===== config.mk =====
export PLATFORM = sky130hd
export DESIGN_NAME = alu_result_stage
export DESIGN_NICKNAME = d
export VERILOG_FILES = /design/src/rtl/alu_pkg.sv /design/src/rtl/alu_skid_buf.sv /design/src/rtl/alu_result_stage.sv
export SDC_FILE = /design/constraint.sdc
export NUM_CORES = 1
export LEC_CHECK = 0
export ABC_AREA = 1
export CAP_MARGIN = 20
export CORE_ASPECT_RATIO = 1.1
export CORE_UTILIZATION = 40
export CTS_BUF_LIST = sky130_fd_sc_hd__clkbuf_4 sky130_fd_sc_hd__clkbuf_8
export CTS_CLUSTER_DIAMETER = 80
export DETAILED_ROUTE_END_ITERATION = 6
export GPL_ROUTABILITY_DRIVEN = 0
export PLACE_DENSITY = 0.71
export RECOVER_POWER = 25
export SLEW_MARGIN = 20
export SYNTH_ARGS = -nofsm -noshare
export SYNTH_HDL_FRONTEND = slang
export SYNTH_HIERARCHICAL = 1
export SYNTH_SLANG_ARGS = --single-unit

===== constraint.sdc =====
create_clock -name clk -period 3.05 [get_ports clk]
set_input_delay 0.7625 -clock clk [delete_from_list [all_inputs] [get_ports clk]]
set_output_delay 0.7625 -clock clk [all_outputs]
set_load 0.02 [all_outputs]

===== src/rtl/alu_pkg.sv =====
// Shared types and constants for the ALU result stage.
// Optional feature macro: ALU_PARITY_FLAG_EN adds a parity flag to each entry.
package alu_pkg;

    localparam int DW  = 8;   // ALU result width
    localparam int RW  = 3;   // destination register index width
    localparam int OPW = 5;   // ALU opcode width

    // Bit positions inside the committed flag vector
    localparam int FLAG_C = 0;
    localparam int FLAG_Z = 1;
    localparam int FLAG_N = 2;
    localparam int FLAG_P = 3;

`ifdef ALU_PARITY_FLAG_EN
    localparam int NFLAGS = 4;
`else
    localparam int NFLAGS = 3;
`endif

    // One buffered ALU result with the flags derived from it at capture time
    typedef struct packed {
        logic [DW-1:0]  data;
        logic [OPW-1:0] op;
        logic [RW-1:0]  dest;
        logic           c;
        logic           z;
        logic           n;
`ifdef ALU_PARITY_FLAG_EN
        logic           p;
`endif
        logic           flag_we;
    } alu_entry_t;

endpackage


===== src/rtl/alu_skid_buf.sv =====
// Two-entry valid/ready skid buffer (main + skid) carrying alu_entry_t.
// in_ready is registered, so there is no combinational path from out_ready.
// Optional feature macro: ALU_PARITY_FLAG_EN (only widens alu_entry_t).
module alu_skid_buf
    import alu_pkg::*;
(
    input  logic       clk,
    input  logic       rst_n,
    input  logic       in_valid,
    output logic       in_ready,
    input  alu_entry_t in_entry,
    output logic       out_valid,
    input  logic       out_ready,
    output alu_entry_t out_entry
);

    typedef enum logic [1:0] {
        EMPTY = 2'd0,
        ONE   = 2'd1,
        FULL  = 2'd2
    } occ_t;

    occ_t       state;
    alu_entry_t skid_entry;
    logic       accept;
    logic       transfer;
    logic       load_skid;

    assign accept    = in_valid & in_ready;
    assign transfer  = out_valid & out_ready;
    assign load_skid = (state == ONE) & accept & ~transfer;

    // Occupancy FSM: owns the main entry and the registered handshake outputs
    always_ff @(posedge clk) begin
        // NOTE: non-blocking assignments keep every register sampling pre-edge values, regardless of statement order.
        if (!rst_n) begin
            state     <= EMPTY;
            in_ready  <= 1'b1;
            out_valid <= 1'b0;
            out_entry <= '0;
        end else begin
            case (state)
                EMPTY: begin
                    if (accept) begin
                        out_entry <= in_entry;
                        out_valid <= 1'b1;
                        state     <= ONE;
                    end
                end
                ONE: begin
                    if (accept && transfer) begin
                        out_entry <= in_entry;
                    end else if (accept) begin
                        in_ready  <= 1'b0;
                        state     <= FULL;
                    end else if (transfer) begin
                        out_valid <= 1'b0;
                        state     <= EMPTY;
                    end
                end
                FULL: begin
                    if (transfer) begin
                        out_entry <= skid_entry;
                        in_ready  <= 1'b1;
                        state     <= ONE;
                    end
                end
                default: begin
                    state     <= EMPTY;
                    in_ready  <= 1'b1;
                    out_valid <= 1'b0;
                end
            endcase
        end
    end

    // Skid payload: captured when the main entry is held and a new result arrives
    always_ff @(posedge clk) begin
        // NOTE: skid payload is not reset; it is only read while the FSM says FULL, so its power-up value is never seen.
        if (load_skid) begin
            skid_entry <= in_entry;
        end
    end

endmodule


===== src/rtl/alu_result_stage.sv =====
// Pipeline register after the 8-bit ALU: captures result/carry/dest under
// valid/ready through a 2-entry skid buffer and commits C/Z/N flags when an
// entry is handed to writeback.
// Optional feature macro: ALU_PARITY_FLAG_EN adds committed even-parity flag_p.
module alu_result_stage
    import alu_pkg::*;
(
    input  logic           clk,
    input  logic           rst_n,
    input  logic           in_valid,
    output logic           in_ready,
    input  logic [DW-1:0]  alu_dout,
    input  logic           alu_carry,
    input  logic [OPW-1:0] alu_op,
    input  logic [RW-1:0]  in_dest,
    input  logic           in_flag_we,
    output logic           out_valid,
    input  logic           out_ready,
    output logic [DW-1:0]  out_data,
    output logic [OPW-1:0] out_op,
    output logic [RW-1:0]  out_dest,
    output logic           flag_c,
    output logic           flag_z,
`ifdef ALU_PARITY_FLAG_EN
    output logic           flag_p,
`endif
    output logic           flag_n
);

    alu_entry_t         cap_entry;
    alu_entry_t         head_entry;
    logic [NFLAGS-1:0]  flags;
    logic               transfer;

    // Build the entry to capture, deriving Z/N (and P) from the raw ALU result
    always_comb begin
        // NOTE: default the whole struct first so no field can infer a latch.
        cap_entry         = '0;
        cap_entry.data    = alu_dout;
        cap_entry.op      = alu_op;
        cap_entry.dest    = in_dest;
        cap_entry.c       = alu_carry;
        cap_entry.z       = (alu_dout == '0);
        cap_entry.n       = alu_dout[DW-1];
`ifdef ALU_PARITY_FLAG_EN
        cap_entry.p       = ^alu_dout;
`endif
        cap_entry.flag_we = in_flag_we;
    end

    alu_skid_buf u_buf (
        .clk       (clk),
        .rst_n     (rst_n),
        .in_valid  (in_valid),
        .in_ready  (in_ready),
        .in_entry  (cap_entry),
        .out_valid (out_valid),
        .out_ready (out_ready),
        .out_entry (head_entry)
    );

    assign transfer = out_valid & out_ready;

    // Commit the head entry's flags to the architectural register on handoff
    always_ff @(posedge clk) begin
        if (!rst_n) begin
            flags <= '0;
        end else if (transfer && head_entry.flag_we) begin
            flags[FLAG_C] <= head_entry.c;
            flags[FLAG_Z] <= head_entry.z;
            flags[FLAG_N] <= head_entry.n;
`ifdef ALU_PARITY_FLAG_EN
            flags[FLAG_P] <= head_entry.p;
`endif
        end
    end

    assign out_data = head_entry.data;
    assign out_op   = head_entry.op;
    assign out_dest = head_entry.dest;
    assign flag_c   = flags[FLAG_C];
    assign flag_z   = flags[FLAG_Z];
    assign flag_n   = flags[FLAG_N];
`ifdef ALU_PARITY_FLAG_EN
    assign flag_p   = flags[FLAG_P];
`endif

endmodule


==> results.ini <==
[outcome]
violations = DRC
outcome = complete, but fails checks

[clock_network]
clk_latency_ns = 0.30
cts_resized = 0
cts_tree = yes
clock_sinks = 47
clk_pin_slew_worst_paths_ns = 0.08
clk_path_buf_depth = 2
cts_inserted_buffers = 5
htree_levels = 2
cts_setup_buffers = 0
root_buffer = clkbuf_8
hold_buffers = 0

[global_route]
grt_pass1_wl_um = 6548
antenna_found_initial = 0
grt_max_degree = 41
overflow = 0
grt_usage_pct = 15.32
grt_pass1_vias = 1472

[logic_synthesis]
synth_cell_type_count = 17
syn-instance-count = 277
syn_area_mm2 = 0.002063
ys_ff_latch = 47
yosysSeqAreaShare_pct = 55.31
synth_area_per_cell_um2 = 7.448
syn_nets = 299
synth_warnings = 6

[final_layout]
final_cell_mix = nand2_1, nor2_1, inv_1
area_delta_synth_final_pct = 27.53
finalNonFillerCells = 379
nFillCells = 505
drive_above_1_share_pct = 4.673
nets = 342
final-seq-area_mm2 = 0.001141
fin_util_pct = 52.63
num_antenna_cells = 0
final_common_cell = nand2_1
multi_input_area_um2 = 750.7

[pwr]
ir_worst_vdd_uv = 345.5
power.leakage_nw = 1.241
power_density_mw_per_mm2 = 642.4

[critical_path]
worst-path-max-fanout = 40
startpoint_type = primary input
crit_family = simple AND/OR/NAND/NOR gates
crit_path_cell_trace = dlygate4sd3_1 -> nand2_1 -> o21ai_0 -> nand2_2 -> nand2_1 -> nand2_1 -> nor2_1
crit_top_cell = nand2_1
cp_data_arrival_time_ns = 2.43
critical_path_buf_inv_count = 1
crit_type = primary input to flip-flop
cp_slowest_cell = dlygate4sd3_1
required_ns = 3.24
endpoint_kind = flip-flop
critPathMaxStageDelay_ns = 0.57

[detailed_routing]
via_count = 1717
antenna_left = 0
post-route-drc-count = 7
drtIter0Drc = 133
via_per_inst = 4.530
dr.pass1.iters = 6
wl_per_cell_um = 10.49
drt-total-wl_um = 3975

[die]
coreArea_mm2 = 0.005000
die_w_um = 70.48
fp-row-count = 27
die_area_mm2 = 0.005449
start_util_pct = 41.27
die_h_um = 77.33
pin_count = 43

[sta]
relSlewSlack_pct = 51.60
setup_slack_ns = 0.8062
max_slew.worst_pin.slew_ns = 0.7235
maxSlewViolCount = 0
min_period_over_period_pct = 73.57
fin_skew_ns = 0.003339
setup_violations = 0
rsz0062_at_grt = false
hold_viol = 0
max_freq_mhz = 445.7
fin_crit_ns = 2.244
fin_setup_tns_ns = 0

[placed_design]
hpwl_um = 2686
place_ws_ns = 0.5387
io_buffers = 42
dp.cells = 371

[hold_path]
hold_class = flip-flop to flip-flop

[flow_run]
drv_cap = 0

[power breakdown]
| group | switching, mW | internal [mW] | leakage, nW |
|---|---|---|---|
| Sequential | 0.0416 | 0.743 | 0.406 |
| Combinational | 0.273 | 0.190 | 0.779 |
| Clock | 0.202 | 0.240 | 0.0556 |
[metrics by stage]
step / hold slack (ns) / instance area, um^2 / power [mW]
finish: 0.4916 / 2631 / 1.690
global placement: 0.4685 / 2524 / 1.260
global route: 0.5164 / 2631 / 1.801
floorplan: 0.4550 / 2063 / 1.103
detailed placement: 0.4734 / 2524 / 1.268
CTS: 0.4946 / 2631 / 1.720
[metal layers]
| layer | vias up | global-route usage [%] | share of wire [%] |
|---|---|---|---|
| li1 | 914 | - | - |
| met5 | - | 0 | 0 |
| met1 | 746 | 18.80 | 46 |
| met4 | 0 | 4.286 | 1.1 |
| met2 | 52 | 26.31 | 47 |
| met3 | 5 | 4.074 | 5.8 |
[worst min-delay path, delay by kind of cell (launching register included)]
| kind | cells | cell delay [ns] |
|---|---|---|
| DFF | 1 | 0.33 |
| and+or+nand+nor | 2 | 0.12 |
[logic make-up (layout without fill, tap and decap cells)]
logic type	after synthesis	after routing	share of synthesized area, %
buffers and inverters	39	83	8.429
and+or+nand+nor	183	183	34.08
AOI/OAI and AO/OA	8	8	2.183
DFF	47	47	55.31
[Yosys cell counts (all sizes together)]
library cell	count	area (um^2)
nand3	5	30.03
dfxtp	27	540.5
o21ai	4	20.01
clkbuf	2	7.510
buf	8	57.55
inv	29	108.9
nand2	123	466.7
nor2	55	206.5
o21bai	1	7.510
a21oi	2	10.01
a211oi	1	7.510
edfxtp	20	600.6
[sequential cells by signal (all words and copies together), names as in the netlist]
signal and flops:
u_buf/state 2, u_buf/out_entry 20, flags 3, u_buf/skid_entry 20, u_buf/out_valid 1, u_buf/in_ready 1
[area by class of cell]
class | count | share of cell area [%]
sequential | 47 | 43.37
multi-input combinational | 191 | 28.53
timing repair buffer | 46 | 17.12
inverter | 29 | 4.137
tap | 58 | 2.758
clock buffer | 5 | 2.615
clock inverter | 3 | 1.474
[worst paths after layout]
path	from	end	slack, ns	depth (start not counted)
max	out_ready	u_buf/out_entry[4]	0.81	7
min	u_buf/in_ready	u_buf/in_ready	0.49	2
max reg2reg	u_buf/state[0]	u_buf/state[0]	1.28	9
min reg2reg	u_buf/in_ready	u_buf/in_ready	0.49	2
Note: power is estimated with default switching activity, not from simulation.
